`src/rtl/mips_multicycle_control.sv`:
```
// Multi-cycle control FSM for the MIPS-1 core: fetch/decode/execute/memory/
// write-back sequencing, bus wait-state stalls, multiply/divide wait and halt.
module mips_multicycle_control #(
  parameter int ALUCTL_W      = 4,
  parameter int MULDIV_CYCLES = 33
) (
  input  logic                clk,
  input  logic                reset,
  input  logic [5:0]          opcode,
  input  logic [5:0]          funct,
  input  logic [4:0]          rt,
  input  logic                waitrequest,
  input  logic                jr_target_zero,
  output logic [2:0]          state,
  output logic                active,
  output logic                ir_write,
  output logic                pc_write,
  output logic                mem_read,
  output logic                mem_write,
  output logic                reg_write,
  output logic                hilo_write,
  output logic                muldiv_start,
  output logic                mem_addr_sel,
  output logic                alu_src,
  output logic [1:0]          reg_dst,
  output logic [1:0]          mem_to_reg,
  output logic [ALUCTL_W-1:0] alu_control
);

  localparam int CNT_W = $clog2(MULDIV_CYCLES);
  localparam logic [CNT_W-1:0] CNT_LOAD = CNT_W'(MULDIV_CYCLES - 1);

  typedef enum logic [2:0] {
    S_FETCH  = 3'd0,
    S_DECODE = 3'd1,
    S_EXEC   = 3'd2,
    S_MEM    = 3'd3,
    S_WB     = 3'd4,
    S_MULDIV = 3'd5,
    S_HALT   = 3'd6
  } state_t;

  typedef enum logic [3:0] {
    C_NOP, C_ALU_R, C_ALU_I, C_LOAD, C_STORE, C_MULDIV,
    C_MTHILO, C_JR, C_BRANCH, C_LINK, C_JALR
  } cls_t;

  localparam logic [3:0] ALU_ADD = 4'd0, ALU_SUB = 4'd1, ALU_AND = 4'd2,
                         ALU_OR  = 4'd3, ALU_XOR = 4'd4, ALU_SLT = 4'd5,
                         ALU_SLTU = 4'd6, ALU_SLL = 4'd7, ALU_SRL = 4'd8,
                         ALU_SRA = 4'd9, ALU_LUI = 4'd10;

  state_t           state_q, state_d;
  logic [CNT_W-1:0] cnt_q, cnt_d;
  logic             active_q, active_d;
  cls_t             cls;
  logic [3:0]       alu_code;
  logic             imm_src;

  // Instruction class, ALU operation and operand source from the IR fields.
  always_comb begin
    cls      = C_NOP;
    alu_code = ALU_ADD;
    imm_src  = 1'b0;
    case (opcode)
      6'h00: begin
        case (funct)
          6'h00, 6'h04: begin cls = C_ALU_R; alu_code = ALU_SLL; end
          6'h02, 6'h06: begin cls = C_ALU_R; alu_code = ALU_SRL; end
          6'h03, 6'h07: begin cls = C_ALU_R; alu_code = ALU_SRA; end
          6'h08:        cls = C_JR;
          6'h09:        cls = C_JALR;
          6'h11, 6'h13: cls = C_MTHILO;
          6'h18, 6'h19, 6'h1A, 6'h1B: cls = C_MULDIV;
          6'h20, 6'h21: begin cls = C_ALU_R; alu_code = ALU_ADD; end
          6'h22, 6'h23: begin cls = C_ALU_R; alu_code = ALU_SUB; end
          6'h24:        begin cls = C_ALU_R; alu_code = ALU_AND; end
          6'h25:        begin cls = C_ALU_R; alu_code = ALU_OR;  end
          6'h26:        begin cls = C_ALU_R; alu_code = ALU_XOR; end
          6'h2A:        begin cls = C_ALU_R; alu_code = ALU_SLT; end
          6'h2B:        begin cls = C_ALU_R; alu_code = ALU_SLTU; end
          default:      cls = C_NOP;
        endcase
      end
      6'h01: begin
        case (rt)
          5'h00, 5'h01: begin cls = C_BRANCH; alu_code = ALU_SLT; end
          5'h10, 5'h11: begin cls = C_LINK;   alu_code = ALU_SLT; end
          default:      cls = C_NOP;
        endcase
      end
      6'h02:        cls = C_BRANCH;
      6'h03:        cls = C_LINK;
      6'h04, 6'h05: begin cls = C_BRANCH; alu_code = ALU_SUB; end
      6'h06, 6'h07: begin cls = C_BRANCH; alu_code = ALU_SLT; end
      6'h08, 6'h09: begin cls = C_ALU_I; alu_code = ALU_ADD;  imm_src = 1'b1; end
      6'h0A:        begin cls = C_ALU_I; alu_code = ALU_SLT;  imm_src = 1'b1; end
      6'h0B:        begin cls = C_ALU_I; alu_code = ALU_SLTU; imm_src = 1'b1; end
      6'h0C:        begin cls = C_ALU_I; alu_code = ALU_AND;  imm_src = 1'b1; end
      6'h0D:        begin cls = C_ALU_I; alu_code = ALU_OR;   imm_src = 1'b1; end
      6'h0E:        begin cls = C_ALU_I; alu_code = ALU_XOR;  imm_src = 1'b1; end
      6'h0F:        begin cls = C_ALU_I; alu_code = ALU_LUI;  imm_src = 1'b1; end
      6'h20, 6'h21, 6'h23, 6'h24, 6'h25: begin cls = C_LOAD; imm_src = 1'b1; end
      6'h28, 6'h29, 6'h2B:               begin cls = C_STORE; imm_src = 1'b1; end
      default: cls = C_NOP;
    endcase
  end

  // Next state, multiply/divide counter and all datapath controls; every
  // output is forced low while reset is held.
  always_comb begin
    state_d      = state_q;
    cnt_d        = cnt_q;
    ir_write     = 1'b0;
    pc_write     = 1'b0;
    mem_read     = 1'b0;
    mem_write    = 1'b0;
    reg_write    = 1'b0;
    hilo_write   = 1'b0;
    muldiv_start = 1'b0;
    mem_addr_sel = 1'b0;
    alu_src      = 1'b0;
    reg_dst      = 2'd0;
    mem_to_reg   = 2'd0;
    alu_control  = '0;
    case (state_q)
      S_FETCH: begin
        mem_read = 1'b1;
        if (!waitrequest) begin
          ir_write = 1'b1;
          state_d  = S_DECODE;
        end
      end
      S_DECODE: state_d = S_EXEC;
      S_EXEC: begin
        pc_write    = 1'b1;
        alu_control = ALUCTL_W'(alu_code);
        alu_src     = imm_src;
        case (cls)
          C_ALU_R, C_ALU_I, C_LINK, C_JALR: state_d = S_WB;
          C_LOAD, C_STORE:                  state_d = S_MEM;
          C_MULDIV: begin
            muldiv_start = 1'b1;
            cnt_d        = CNT_LOAD;
            state_d      = S_MULDIV;
          end
          C_MTHILO: begin
            hilo_write = 1'b1;
            state_d    = S_FETCH;
          end
          C_JR:    state_d = jr_target_zero ? S_HALT : S_FETCH;
          default: state_d = S_FETCH;
        endcase
      end
      S_MEM: begin
        mem_addr_sel = 1'b1;
        mem_read     = (cls == C_LOAD);
        mem_write    = (cls == C_STORE);
        if (!waitrequest) state_d = (cls == C_LOAD) ? S_WB : S_FETCH;
      end
      S_WB: begin
        reg_write = 1'b1;
        case (cls)
          C_ALU_R: reg_dst = 2'd1;
          C_LOAD:  mem_to_reg = 2'd1;
          C_LINK:  begin reg_dst = 2'd2; mem_to_reg = 2'd2; end
          C_JALR:  begin reg_dst = 2'd1; mem_to_reg = 2'd2; end
          default: reg_dst = 2'd0;
        endcase
        state_d = S_FETCH;
      end
      S_MULDIV: begin
        if (cnt_q == '0) begin
          hilo_write = 1'b1;
          state_d    = S_FETCH;
        end else begin
          cnt_d = cnt_q - CNT_W'(1);
        end
      end
      S_HALT:  state_d = S_HALT;
      default: state_d = S_FETCH;
    endcase
    active_d = (state_d != S_HALT);
    if (!reset) begin
      ir_write     = 1'b0;
      pc_write     = 1'b0;
      mem_read     = 1'b0;
      mem_write    = 1'b0;
      reg_write    = 1'b0;
      hilo_write   = 1'b0;
      muldiv_start = 1'b0;
      mem_addr_sel = 1'b0;
      alu_src      = 1'b0;
      reg_dst      = 2'd0;
      mem_to_reg   = 2'd0;
      alu_control  = '0;
    end
  end

  // State, counter and active flag; reset returns to FETCH immediately.
  always_ff @(posedge clk or negedge reset) begin
    if (!reset) begin
      state_q  <= S_FETCH;
      cnt_q    <= '0;
      active_q <= 1'b0;
    end else begin
      state_q  <= state_d;
      cnt_q    <= cnt_d;
      active_q <= active_d;
    end
  end

  assign state  = state_q;
  assign active = active_q;

endmodule

```
`config.mk`:
```
export PLATFORM = sky130hd
export DESIGN_NAME = mips_multicycle_control
export DESIGN_NICKNAME = d
export VERILOG_FILES = /design/src/rtl/mips_multicycle_control.sv
export SDC_FILE = /design/constraint.sdc
export NUM_CORES = 1
export LEC_CHECK = 0
export CAP_MARGIN = 40
export CORE_AREA = 4 4 56 68
export CTS_CLUSTER_SIZE = 40
export DETAILED_ROUTE_END_ITERATION = 8
export DIE_AREA = 0 0 60 72
export PLACE_DENSITY_LB_ADDON = 0.12
export REMOVE_ABC_BUFFERS = 1
export SYNTH_ARGS = -nofsm -noshare
export SYNTH_HDL_FRONTEND = slang
export SYNTH_SLANG_ARGS = --single-unit
```
`constraint.sdc`:
```
create_clock -name clk -period 3 [get_ports clk]
set_clock_uncertainty 0.05 [all_clocks]
set_input_delay 0.6 -clock clk [delete_from_list [all_inputs] [get_ports clk]]
set_output_delay 0.6 -clock clk [all_outputs]
set_load 0.05 [all_outputs]
```
==> impl_results.md, run 1 <==
* Outcome: finished clean
* RR Startpoint: cnt_q[0]$_DFFE_PN0P_
* EDFF count, synth at 0
* Most frequent cells after synthesis: nor2_1, nand2_1, a21oi_1
* WL/cell at ~16 µm
* Share of layout cells above drive strength 1 at 38.0%
* Largest stage delay, worst path at 0.51 ns
* CP arrival at about 2.3 ns
* Synth area leaders: dfrtp_1, nor2_1, a21oi_1
* Largest family of logic cells by synthesized area: simple AND/OR/NAND/NOR gates
* CP Launch Type: input port
* Crit path max-delay family: simple AND/OR/NAND/NOR gates
* Initial antenna violation count at 0
* Capture point of the worst reg-to-reg path: cnt_q[5]$_DFFE_PN0P_
* Fill count at 248
* Via count at 1732
* Final Wtd Congestion at 0.894
* Top cell type by total area after synthesis: dfrtp_1
* CTS buffer count at 3
* Slowest cell on the critical path: or4b_4
* Post-synthesis area per instance at 6.84 µm²
* Leak at between 0.0009 and 0.001 µW
* Num ports at 42
* Total grt overflow at 0
* Worst Path Required at 2.35 ns
* Hold path cells at 2
* DIE HEIGHT at 72 µm
* GRT Total Usage at between 20 and 25%
* DR pass1 iterations at 4
* Setup Crit Path Kind: in2out
* Synth Area in Compound Gates at a little under 30%
* Drt drc at 0
* DRT antenna net count at 0
* Synth top area share at 19.9%
* Final HPWL DP at 3620 µm
* Cell area after synthesis at between 1000 and 1500 µm²
* Worst Hold Path EP: cnt_q[5]$_DFFE_PN0P_
* Total Power at 1040 µW
* Crit share post-route at 97.3%
* Worst hold start: cnt_q[5]$_DFFE_PN0P_
* Register area share after synthesis at 19.9%
* Buf+Inv Stages, Crit Path at 3
* Die width at 60 µm
* Simple-Gate Fraction of Synth Area at 35.8%
* Largest net degree at the start of global routing at 13
* Clk slew on worst S/H paths at 0.05 ns
* R2R setup slack at between 1 and 1.5 ns
* Max VDD drop at ~0.00048 V
* Initial core utilization at 39.1%
* Critical path endpoint category: primary output
* Antenna diodes at 0
* Clock Path Buffers at 2
* Pins Over Slew Limit at 0
* Cell Chain, Critical Path: clkdlybuf4s15_1, or4b_4, buf_4, nor2_1, a21oi_1, o21ai_0, nand2_1, a21oi_1, buf_12
* Fmax achieved at 343 MHz
* CTS tree: yes
* Core area at 3220 µm²
* Clock Sinks at 10
* Setup_tns at 0 ns
* Num rows at 23
* Hold crit path type: reg2reg
* Post-synthesis adder-cell area fraction at 1.99%
* Number of port buffers at 40
* Via/cell ratio at slightly below 6
* FF+latch count, synth at 10
* Synth async-reset ratio at 100%
* First DRT Iteration DRCs at 86
* Die area at 4320 µm²
* Max-cap viol count at 0
* Cells after synthesis at 184
* RSZ-0062 raised after global routing: false
* Final hold vios at 0
* Vias in the first global route at 1854
* Worst slew pin tran at 0.506 ns
* First-pass GRT wire length at 7930 µm
* Top FF cell, synth: dfrtp_1
* Crit path time final at between 2 and 3 ns
* Most frequent CP cell: a21oi_1
* Post-Synth XOR/XNOR Area at 4.87%
* PwrDens at 445 nW/µm²
* Skew-Pair Late Insertion Delay at 0.23 ns
* H-tree depth at 1
* Final core occ at just over 70%
* Root Driver: clkbuf_8
* WL final at between 4000 and 5000 µm
* Multiplexer share of the synthesized area at less than 1%
* Rel. slew slack at 66.2%
* Path depth of the worst reg2reg path at 7
* Area Overhead vs Synth at 85.3%
* Setup violators final at 0
* CP Max Fanout at 2
* Fin Hold WS at 0.484 ns
* Most frequent cell after synthesis: nor2_1
* Synth warnings at 0
* Post-synth cell types at 50
* Fin nets at 287
==> repair_timing <==
action,4_1_cts,5_1_grt
resized for setup,43,13
endpoints found under the setup margin,11,8
hold buffers,0,0
pin swaps,15,5
buffers inserted,0,1
==> layout make-up <==
| class | count | area (µm²) | area share, % |
|---|---|---|---|
| Clock buffer | 4 | 55.1 | 2.36 |
| Timing Repair Buffer | 85 | 887 | 38.0 |
| Tap cell | 37 | 46.3 | 1.98 |
| Sequential cell | 10 | 250 | 10.7 |
| Multi-Input combinational cell | 154 | 1060 | 45.3 |
| Inverter | 10 | 37.5 | 1.61 |
==> kinds of logic (layout without fill, tap and decap cells) <==
kind of cell | Yosys count | after routing
compound gates | 52 | 52
xor+xnor | 7 | 7
fa+ha+maj | 2 | 2
buf+inv | 20 | 99
flops | 10 | 10
mux | 1 | 1
simple gates | 92 | 92
==> power breakdown <==
| group | internal, µW | total, µW | switching (µW) |
|---|---|---|---|
| combinational | 266 | 638 | 372 |
| sequential | 183 | 234 | 51.2 |
| clock | 115 | 165 | 49.9 |
==> sequential cells by signal, summed over array words and instances, names as in the netlist <==
register / cells
active: 1
cnt_q: 6
state: 3
==> how the worst max path moves through the flow <==
stage / from / end / slack [ns] / cells after the start
2_1_floorplan: state[2]$_DFF_PN0_ / alu_control[1] / -0.82 / 4
3_3_place_gp: opcode[1] / mem_to_reg[1] / -0.25 / 8
6_report: rt[3] / alu_control[0] / 0.08 / 9
4_1_cts: opcode[4] / reg_dst[0] / -0.008 / 8
3_5_place_dp: opcode[1] / reg_dst[0] / -0.31 / 8
5_1_grt: opcode[2] / hilo_write / 0.01 / 9
==> placed cells by master, fill, tap and decap left out, drive strengths merged, types with 4 or more instances in the layout <==
cell type,instances
dfrtp,10
clkdlybuf4s50,8
xnor2,5
o21ai,10
buf,62
clkdlybuf4s15,4
a21oi,16
nor4,5
nand2,17
nor2,30
nand3,10
nor3,6
dlygate4sd2,7
and3,4
inv,10
nand2b,7
nor2b,5
a211oi,4
clkbuf,8
==> routing by layer <==
metal	part of all wire, %	track usage [%]	vias to the layer above
met1	37	24.9	820
li1	-	-	827
met3	5.4	1.60	12
met4	2.4	10.3	0
met2	55	43.3	73
met5	0	0	-
==> stage by stage <==
stage | setup WS, ns | cells | instance area, µm²
2_1_floorplan | -0.824 | 174 | 1200
3_3_place_gp | -0.247 | 295 | 2150
3_5_place_dp | -0.312 | 295 | 2150
4_1_cts | -0.00797 | 299 | 2320
5_1_grt | 0.0114 | 300 | 2330
6_report | 0.0818 | 300 | 2330
==> worst register-to-register path, delay by kind of cell (launching register included) <==
family | cells | cell delay, ns
xor gates and xnor gates | 1 | 0.16
adders and majority gates | 1 | 0.21
buffers and inverters | 1 | 0.09
DFF | 1 | 0.36
and+or+nand+nor | 4 | 0.82
Power figures use the tool's default switching activity.
==> inputs of run 2 (changes only) <==
--- a/config.mk
+++ b/config.mk
@@ -5,11 +5,12 @@
 export SDC_FILE = /design/constraint.sdc
 export NUM_CORES = 1
 export LEC_CHECK = 0
+export ABC_AREA = 1
 export CAP_MARGIN = 40
-export CORE_AREA = 4 4 56 68
+export CORE_AREA = 4 4 58 70
 export CTS_CLUSTER_SIZE = 40
 export DETAILED_ROUTE_END_ITERATION = 8
-export DIE_AREA = 0 0 60 72
+export DIE_AREA = 0 0 62 74
 export PLACE_DENSITY_LB_ADDON = 0.12
 export REMOVE_ABC_BUFFERS = 1
 export SYNTH_ARGS = -nofsm -noshare
==> run 2 against run 1 <==
Maximum frequency up 2.4%. Largest cell class unchanged. Setup slack better by 0.068 ns. Final area shrank 0.86%. Sequential share of layout area grew 0.093 points. Critical endpoint is now muldiv_start.
==> impl_results.md, run 2 <==
* Synth async-reset ratio at between 90% and 100%
* Synth Area in Compound Gates at 17.0%
* Worst Hold Path EP: cnt_q[0]$_DFFE_PN0P_
* H-tree depth at 1
* CP Max Fanout at 4
* EDFF count, synth at 0
* Comb pwr share at between 60% and 70%
* Post-synth cell types at 36
* Cell area after synthesis at 1350 µm²
* Synth warnings at 0
* Total Power at about 930 µW
* Skew-Pair Late Insertion Delay at 0.23 ns
* Worst slew pin tran at 0.489 ns
* Top cell type by total area after synthesis: dfrtp_1
* Crit path time final at 2.85 ns
* Switching portion of total power at a little under half
* Via count at 1765
* Commonest cells after routing, fill and taps aside: nand2_1, buf_4, nor2_1
* Post-synthesis area per instance at 5.93 µm²
* DR pass1 iterations at 4
* Most frequent cell after synthesis: nor2_1
* Post-Synth XOR/XNOR Area at 1.30%
* CP Launch Type: input port
* GRT Total Usage at 19.4%
* Fmax achieved at 351 MHz
* Final Wtd Congestion at 0.959
* Via/cell ratio at 5.12
* Outcome: finished clean
* Num ports at 42
* Initial antenna violation count at 0
* R2R setup slack at 1.35 ns
* RR Startpoint: state[2]$_DFF_PN0_
* Most frequent cells after synthesis: nor2_1, nand2_1, inv_1
* Crit share post-route at 95.0%
* Synth area leaders: dfrtp_1, nor2_1, nand2_1
* Commonest non-fill, non-tap cell in the layout: nand2_1
* Path depth of the worst reg2reg path at 7
* Final worst slack at 0.150 ns
* Worst hold start: cnt_q[0]$_DFFE_PN0P_
* Hold crit path type: reg2reg
* Max-cap viol count at 0
* DIE HEIGHT at between 70 and 80 µm
* Pins Over Slew Limit at 0
* Number of port buffers at 41
* Max VDD drop at 0.000477 V
* Worst Path Required at 2.35 ns
* Vias in the first global route at 1732
* CP arrival at 2.20 ns
* Clk slew on worst S/H paths at 0.04 ns
* Die width at 62 µm
* Sequential share of power at 22.2%
* Total grt overflow at 0
* Final hold vios at 0
* Hold path cells at 1
* First-pass GRT wire length at 7020 µm
* Cells after synthesis at 227
* Internal at roughly 500 µW
* Post-synthesis adder-cell area fraction at under 10%
* Drt drc at 0
* Register area share after synthesis at 18.6%
* Final core occ at 68.7%
* Fin nets at 333
* Largest net degree at the start of global routing at 11
* Pre-CTS setup slack at -0.178 ns
* Core area at 3370 µm²
* Setup Crit Path Kind: in2out
* WL/cell at between 10 and 15 µm
* PwrDens at about 400 nW/µm²
* Simple-Gate Fraction of Synth Area at 49.0%
* Biggest register: cnt_q
* Antenna diodes at 0
* Largest family of logic cells by synthesized area: simple AND/OR/NAND/NOR gates
* First DRT Iteration DRCs at between 90 and 100
* CTS buffer count at 3
* Initial core utilization at 39.9%
* WL final at 3990 µm
* Multiplexer share of the synthesized area at 0%
* Die area at 4590 µm²
* FF+latch count, synth at 10
* Rel. slew slack at 67.3%
* Clock Path Buffers at 2
* Top FF cell, synth: dfrtp_1
* Final HPWL DP at about 3400 µm
* Share of layout cells above drive strength 1 at 29.2%
* Setup violators final at 0
* CTS Hold Bufs at 0
* Leak at 0.00112 µW
* DRT antenna net count at 0
* Area Overhead vs Synth at 71.9%
* Clock Sinks at 10
* Critical path endpoint category: primary output
* CTS tree: yes
* Clock share of power at 14.5%
* Max reg flops at 6
* P_sw at 433 µW
* Root Driver: clkbuf_8
* Synth top area share at 18.6%
* Num rows at 23
* Capture point of the worst reg-to-reg path: active$_DFF_PN0_
==> run 2: cell count changes after synthesis, moves of 5 or more <==
cell | previous run | this run
nand2_1 | 17 | 40
nand3_1 | 10 | 24
xnor2_1 | 5 | 0
inv_1 | 10 | 36
nor2b_1 | 5 | 0
nand2b_1 | 7 | 0
nor2_1 | 30 | 41
==> run 2: layout make-up <==
cell class	count	area (µm²)
Clock buffer	3	41.3
Fill cell	290	1050
Inverter	40	153
Multi-Input combinational cell	176	960
Sequential cell	10	250
Tap cell	37	46.3
Timing Repair Buffer	79	862
==> run 2: power by group through the flow <==
| stage | Sequential [µW] | Combinational [µW] | Clock, µW |
|---|---|---|---|
| final | 206 | 588 | 135 |
| after global routing | 211 | 647 | 144 |
| after CTS | 206 | 588 | 138 |
| after detailed placement | 208 | 586 | 0 |
| after global placement | 206 | 579 | 0 |
| after floorplan | 262 | 298 | 0 |
==> run 2: worst max-delay path, cell delays in order <==
cell	delay (ns)
dlygate4sd2_1	0.28
nor2_4	0.13
nand2_2	0.10
nor2_4	0.11
nand3_2	0.09
o21ai_2	0.15
nor2_2	0.08
nand2_4	0.09
nand2_1	0.08
nor4_2	0.21
buf_4	0.16
buf_12	0.12
==> run 2: logic make-up (layout without fill, tap and decap cells) <==
| kind of cell | after synthesis | count (layout) |
|---|---|---|
| fa+ha+maj | 2 | 2 |
| buf+inv | 41 | 122 |
| flops | 10 | 10 |
| simple gates | 136 | 136 |
| xor+xnor | 2 | 2 |
| compound gates | 36 | 36 |
==> run 2: timing repair <==
item / CTS / global route
setup endpoints to repair: 4 / 2
gates resized for setup: 20 / 8
gates cloned: 0 / 0
buffers inserted: 3 / 0
pin swaps: 4 / 0
==> run 2: metrics by stage <==
| stage | hold slack, ns | instance area [µm²] | instances | TNS [ns] |
|---|---|---|---|---|
| after CTS | 0.424 | 2300 | 345 | 0 |
| after floorplan | 0.254 | 1330 | 226 | -4.22 |
| after detailed placement | 0.418 | 2220 | 339 | -0.460 |
| after global placement | 0.406 | 2220 | 339 | -0.413 |
| after global routing | 0.452 | 2310 | 345 | -0.00386 |
| final | 0.419 | 2310 | 345 | 0 |
==> run 2: metal layers <==
layer | track usage (%) | vias to the layer above | wire length [µm]
met5 | 0 | - | 0
met4 | 6.13 | 0 | 76
met3 | 2.08 | 7 | 194
met2 | 35.8 | 45 | 2140
met1 | 22.6 | 797 | 1580
li1 | - | 916 | -
==> run 2: worst max path at each step <==
| stage | from | to | cells after the start |
|---|---|---|---|
| final | opcode[2] | muldiv_start | 12 |
| after floorplan | state[1]$_DFF_PN0_ | alu_control[0] | 6 |
| after global routing | opcode[4] | muldiv_start | 12 |
| after detailed placement | opcode[3] | reg_dst[0] | 11 |
| after global placement | opcode[3] | reg_dst[0] | 11 |
| after CTS | opcode[3] | muldiv_start | 12 |
